### src/rtl/gray_binary_conv_arbiter.sv
// Round-robin arbiter sharing one bit-serial Gray-to-binary engine among NREQ requesters.
// The engine resolves one bit per clock, MSB first, then pulses done to the granted requester.
module gray_binary_conv_arbiter #(
    parameter int WIDTH = 4,
    parameter int NREQ  = 4,
    parameter int CW    = $clog2(WIDTH)
) (
    input  logic                  clk,
    input  logic                  rst_n,
    input  logic [NREQ-1:0]       req,
    input  logic [NREQ*WIDTH-1:0] gray_in,
    output logic [NREQ-1:0]       grant,
    output logic [WIDTH-1:0]      bin_out,
    output logic [NREQ-1:0]       done,
    output logic                  busy
);

    localparam int PW = (NREQ > 1) ? $clog2(NREQ) : 1;

    typedef enum logic [1:0] {IDLE, CONV, DONE} state_t;

    state_t            state_reg, state_next;
    logic [PW-1:0]     ptr_reg, ptr_next;
    logic [PW-1:0]     sel_reg, sel_next;
    logic [NREQ-1:0]   grant_reg, grant_next;
    logic [NREQ-1:0]   done_reg, done_next;
    logic [WIDTH-1:0]  g_reg, g_next;
    logic [WIDTH-1:0]  b_reg, b_next;
    logic [WIDTH-1:0]  bin_reg, bin_next;
    logic [CW-1:0]     idx_reg, idx_next;

    logic [WIDTH-1:0]  gray_arr [NREQ];
    logic [WIDTH-1:0]  bit_val;
    logic [WIDTH-1:0]  b_work;
    logic [NREQ-1:0]   req_rot;
    logic [PW-1:0]     rr_off;
    logic [PW:0]       sel_sum;
    logic [PW-1:0]     sel_idx;
    logic [NREQ-1:0]   sel_onehot;
    logic [WIDTH-1:0]  gray_sel;

    generate
        for (genvar gi = 0; gi < NREQ; gi++) begin : g_unpack
            assign gray_arr[gi] = gray_in[gi*WIDTH +: WIDTH];
        end
        for (genvar gi = 0; gi < WIDTH; gi++) begin : g_bit
            if (gi == WIDTH - 1) begin : g_msb
                assign bit_val[gi] = g_reg[gi];
            end else begin : g_lower
                assign bit_val[gi] = b_reg[gi+1] ^ g_reg[gi];
            end
        end
    endgenerate

    // Rotate requests so the pointer sits at bit 0; the lowest set bit is then the winner.
    assign req_rot = NREQ'({req, req} >> ptr_reg);

    always_comb begin
        rr_off = '0;
        for (int i = NREQ - 1; i >= 0; i--) begin
            if (req_rot[i]) rr_off = PW'(i);
        end
        sel_sum = {1'b0, ptr_reg} + {1'b0, rr_off};
        if (sel_sum >= (PW+1)'(NREQ)) sel_idx = PW'(sel_sum - (PW+1)'(NREQ));
        else                          sel_idx = sel_sum[PW-1:0];
        sel_onehot = NREQ'(1) << sel_idx;
    end

    always_comb begin
        gray_sel = '0;
        for (int i = 0; i < NREQ; i++) begin
            if (sel_onehot[i]) gray_sel = gray_sel | gray_arr[i];
        end
    end

    // Only the bit addressed by idx is resolved this cycle; the rest of b_reg holds.
    always_comb begin
        b_work = b_reg;
        for (int i = 0; i < WIDTH; i++) begin
            if (idx_reg == CW'(i)) b_work[i] = bit_val[i];
        end
    end

    always_comb begin
        state_next = state_reg;
        ptr_next   = ptr_reg;
        sel_next   = sel_reg;
        grant_next = grant_reg;
        done_next  = done_reg;
        g_next     = g_reg;
        b_next     = b_reg;
        bin_next   = bin_reg;
        idx_next   = idx_reg;
        case (state_reg)
            IDLE: begin
                if (|req) begin
                    g_next     = gray_sel;
                    b_next     = '0;
                    sel_next   = sel_idx;
                    grant_next = sel_onehot;
                    idx_next   = CW'(WIDTH - 1);
                    state_next = CONV;
                end
            end
            CONV: begin
                b_next   = b_work;
                idx_next = idx_reg - CW'(1);
                if (idx_reg == '0) begin
                    bin_next   = b_work;
                    done_next  = grant_reg;
                    state_next = DONE;
                end
            end
            DONE: begin
                grant_next = '0;
                done_next  = '0;
                ptr_next   = (sel_reg == PW'(NREQ - 1)) ? '0 : sel_reg + PW'(1);
                state_next = IDLE;
            end
            default: state_next = IDLE;
        endcase
    end

    always_ff @(posedge clk or negedge rst_n) begin
        if (!rst_n) begin
            state_reg <= IDLE;
            ptr_reg   <= '0;
            sel_reg   <= '0;
            grant_reg <= '0;
            done_reg  <= '0;
            g_reg     <= '0;
            b_reg     <= '0;
            bin_reg   <= '0;
            idx_reg   <= '0;
        end else begin
            state_reg <= state_next;
            ptr_reg   <= ptr_next;
            sel_reg   <= sel_next;
            grant_reg <= grant_next;
            done_reg  <= done_next;
            g_reg     <= g_next;
            b_reg     <= b_next;
            bin_reg   <= bin_next;
            idx_reg   <= idx_next;
        end
    end

    assign grant   = grant_reg;
    assign done    = done_reg;
    assign bin_out = bin_reg;
    assign busy    = (state_reg != IDLE);

endmodule

### config.mk
export PLATFORM = sky130hd
export DESIGN_NAME = gray_binary_conv_arbiter
export DESIGN_NICKNAME = d
export VERILOG_FILES = /design/src/rtl/gray_binary_conv_arbiter.sv
export SDC_FILE = /design/constraint.sdc
export NUM_CORES = 1
export LEC_CHECK = 0
export CAP_MARGIN = 5
export CORE_ASPECT_RATIO = 0.5
export CORE_MARGIN = 1
export CORE_UTILIZATION = 30
export CTS_BUF_LIST = sky130_fd_sc_hd__clkbuf_16
export DETAILED_ROUTE_END_ITERATION = 6
export PLACE_DENSITY_LB_ADDON = 0.08
export REMOVE_ABC_BUFFERS = 1
export SETUP_SLACK_MARGIN = 0.4
export SYNTH_ARGS = -nofsm -noshare
export SYNTH_HDL_FRONTEND = slang
export SYNTH_SLANG_ARGS = --single-unit
### constraint.sdc
create_clock -name clk -period 3.4 [get_ports clk]
set_clock_uncertainty 0.2 [all_clocks]
set_input_delay 0.68 -clock clk [delete_from_list [all_inputs] [get_ports clk]]
set_output_delay 0.68 -clock clk [all_outputs]
set_load 0.1 [all_outputs]
==> run_results.csv <==
group,metric,value,unit
outcome,outcome,"finished clean",
placed_design,dp_worst_slack,-0.0978,ns
setup_path,reg2reg_slack,0.71,ns
timing,finalHoldViolCount,0,
clock_tree,number_of_h_tree_branching_levels,1,
timing,rsz0062_at_grt,"false",
routing,detail_route.wl_per_cell,13.4,µm
placed_design,buffer_ports.inserted,34,
flow_run,maxCapViolations,0,
synth,sequential_element_share_of_the_synthesized_area,42.3,%
routing,dr.pass1.iters,4,
placed_design,globalplace.congestion,0.764,
setup_path,timing.critical_path.required,3.35,ns
synth,largest_family_of_logic_cells_by_synthesized_area,"compound AO/OA/AOI/OAI gates",
clock_tree,tritoncts,"done",
clock_tree,cts_buffers,3,
finish,num-nets-final,226,
synth,netlist_top_cells_area,"sky130_fd_sc_hd__dfrtp_1 (42%), sky130_fd_sc_hd__mux2i_1 (6.9%), sky130_fd_sc_hd__ha_1 (4.7%)",
synth,gate_count_post_synth,156,
global_route,gr_util_all_layers,13.9,%
synth,avgSynthCellArea,10.2,µm²
placed_design,placed_cell_area,2010,µm²
setup_path,start_kind,"input port",
clock_tree,cts.sinks,27,
finish,antenna_cells,0,
floorplan,die_area,5640,µm²
synth,ys_async_sr_fraction,100,%
synth,synth_commonest_cells,"sky130_fd_sc_hd__dfrtp_1 (27), sky130_fd_sc_hd__nand2_1 (20), sky130_fd_sc_hd__o21ai_0 (13)",
timing,fmaxAchievable,0.349,GHz
timing,hold-worst-slack,0.279,ns
routing,detail-route-antenna-nets,0,
setup_path,critPathKind,"input port to flop",
routing,detailedRoute.firstIterationViolations,41,
floorplan,die_h,53.6,µm
finish,area.growth.synth_to_final,32.0,%
clock_tree,clock_insertion_delay_worst_skew,0.26,ns
timing,finalSetupViolations,0,
clock_tree,max-clock-path-buffers,2,
finish,multiInputGateArea,865,µm²
floorplan,i_o_pins,35,
setup_path,critical_path_arrival,2.81,ns
synth,yosysWarningCount,0,
finish,final-seq-area,676,µm²
placed_design,hpwl,2.76,mm
global_route,grt_overflow_total,0,
global_route,first_global_vias,1180,
clock_tree,hold_buffers,0,
synth,synth-edff-count,0,
synth,compound_gate_fraction_of_synth_area,18.3,%
routing,routed_via_density,4.91,
clock_tree,cts.clk_slew.worst_paths,0.07,ns
floorplan,num_rows,18,
finish,layout-drive-gt1-share,19.3,%
timing,slew_headroom,64.6,%
synth,synth_largest_area_cell,"sky130_fd_sc_hd__dfrtp_1",
global_route,grt_pass1_wl,5.93,mm
global_route,grt_max_degree,28,
finish,final_std_cells_w_o_fill,267,
finish,fill_cells,490,
timing,final_max_slew_viol_count,0,
synth,yosys.cell_count.top_type,"sky130_fd_sc_hd__dfrtp_1",
routing,wl_final,3.59,mm
timing,final_ws_setup,0.538,ns
floorplan,floorplan.core_area,5020,µm²
routing,num_vias,1310,
routing,drc_violations_left,0,
setup_path,timing.critical_path.fanout_max,5,
synth,yosys.cell_types.count,38,
synth,postSynth.topFlopCell,"sky130_fd_sc_hd__dfrtp_1",
synth,yosysTopAreaCellShare,42.3,%
synth,synthesis.area,1600,µm²
worst_hold_path,holdCritPathClass,"flop to flop",
synth,ys_ff_latch,27,
floorplan,start_util,31.8,%
global_route,antenna_found_initial,0,
placed_design,placed_cells,262,
timing,layout_worst_path_cycle_share,84.2,%
clock_tree,clock_tree.root_cell,"sky130_fd_sc_hd__clkbuf_16",
finish,finish.instance_area,2110,µm²
synth,yosys.area_share.adder,4.70,%
timing,slew_at_the_pin_with_the_worst_max_slew_slack,0.527,ns
synth,synthSimpleGateAreaFrac,14.5,%
timing,min_period,2.86,ns
floorplan,dieWidth,105,µm
synth,muxShareOfSynthArea,12.1,%
synth,yosys.area_share.xor_xnor,3.92,%
setup_path,setup.worst_path.end_class,"flop",
through the flow:
step	TNS (ns)	utilization, %
2_1_floorplan	0	-
3_3_place_gp	-0.106	40.0
3_5_place_dp	-0.358	40.0
4_1_cts	0	42.0
5_1_grt	0	42.0
6_report	0	42.0
critical path, stage by stage:
cell and delay [ns]:
sky130_fd_sc_hd__dlygate4sd2_1 0.26, sky130_fd_sc_hd__nor2b_1 0.16, sky130_fd_sc_hd__a21oi_2 0.11, sky130_fd_sc_hd__o22ai_1 0.09, sky130_fd_sc_hd__o21a_1 0.17, sky130_fd_sc_hd__ha_1 0.20
sky130_fd_sc_hd__xnor2_2 0.28, sky130_fd_sc_hd__xnor2_4 0.21, sky130_fd_sc_hd__mux2_4 0.33, sky130_fd_sc_hd__a221o_1 0.31
cells by family (layout without fill, tap and decap cells):
logic type / Yosys count / in the layout
AO/OA/AOI/OAI: 42 / 42
XOR/XNOR: 5 / 5
adder cells (fa/ha/maj): 6 / 6
buffers and inverters: 12 / 53
flip-flops: 27 / 27
multiplexers: 17 / 17
AND/OR/NAND/NOR: 47 / 47
path summary, 6_finish.rpt:
path | from | to | depth (start not counted)
worst max-delay path | req[3] | g_reg[2] | 10
worst min-delay path | bin_out[1] | bin_out[1] | 2
worst max register to register | ptr_reg[1] | g_reg[2] | 9
worst min register to register | bin_out[1] | bin_out[1] | 2
max in group asynchronous | rst_n | idx_reg[0] | 2
min in group asynchronous | rst_n | done[1] | 2
routing by layer:
| metal | GRT usage [%] | part of all wire (%) | vias to the layer above |
|---|---|---|---|
| li1 | - | - | 650 |
| met1 | 19.9 | 51 | 619 |
| met2 | 21.0 | 43 | 37 |
| met3 | 3.15 | 5.0 | 4 |
| met4 | 4.23 | 1.1 | 0 |
| met5 | 0 | 0 | - |
layout make-up:
class,instances,area share (%)
Multi-Input combinational cell,117,41.0
Sequential cell,27,32.1
Timing Repair Buffer,44,17.9
Tap cell,70,4.16
Clock buffer,3,3.56
Inverter,5,0.891
Clock inverter,1,0.356
layout by cell type, fill, tap and decap left out, types with 2 or more instances in the layout:
cell | Yosys | layout
sky130_fd_sc_hd__dfrtp_1 | 27 | 27
sky130_fd_sc_hd__buf_4 | 0 | 23
sky130_fd_sc_hd__nand2_1 | 20 | 20
sky130_fd_sc_hd__clkdlybuf4s50_1 | 0 | 17
sky130_fd_sc_hd__o21ai_0 | 13 | 13
sky130_fd_sc_hd__mux2i_1 | 11 | 11
sky130_fd_sc_hd__nor2_1 | 7 | 7
sky130_fd_sc_hd__nor2b_1 | 6 | 6
sky130_fd_sc_hd__ha_1 | 6 | 6
sky130_fd_sc_hd__o22ai_1 | 5 | 5
sky130_fd_sc_hd__inv_1 | 5 | 5
sky130_fd_sc_hd__nand3_1 | 5 | 5
sky130_fd_sc_hd__a31oi_1 | 4 | 4
sky130_fd_sc_hd__a32o_1 | 4 | 4
sky130_fd_sc_hd__mux2_4 | 4 | 4
sky130_fd_sc_hd__a221o_1 | 4 | 4
sky130_fd_sc_hd__dlygate4sd2_1 | 0 | 4
sky130_fd_sc_hd__xor2_1 | 3 | 3
sky130_fd_sc_hd__clkbuf_16 | 0 | 3
sky130_fd_sc_hd__o211ai_1 | 2 | 2
sky130_fd_sc_hd__a21oi_1 | 3 | 2
sky130_fd_sc_hd__o31ai_1 | 2 | 2
what timing repair did:
action,CTS,global route
resized for setup,6,0
buffers inserted,1,0
pin swaps,2,1
setup endpoints to repair,4,2
Power is not shown: default switching activity piles up to over one toggle a cycle in this logic, so the estimate is an artifact.
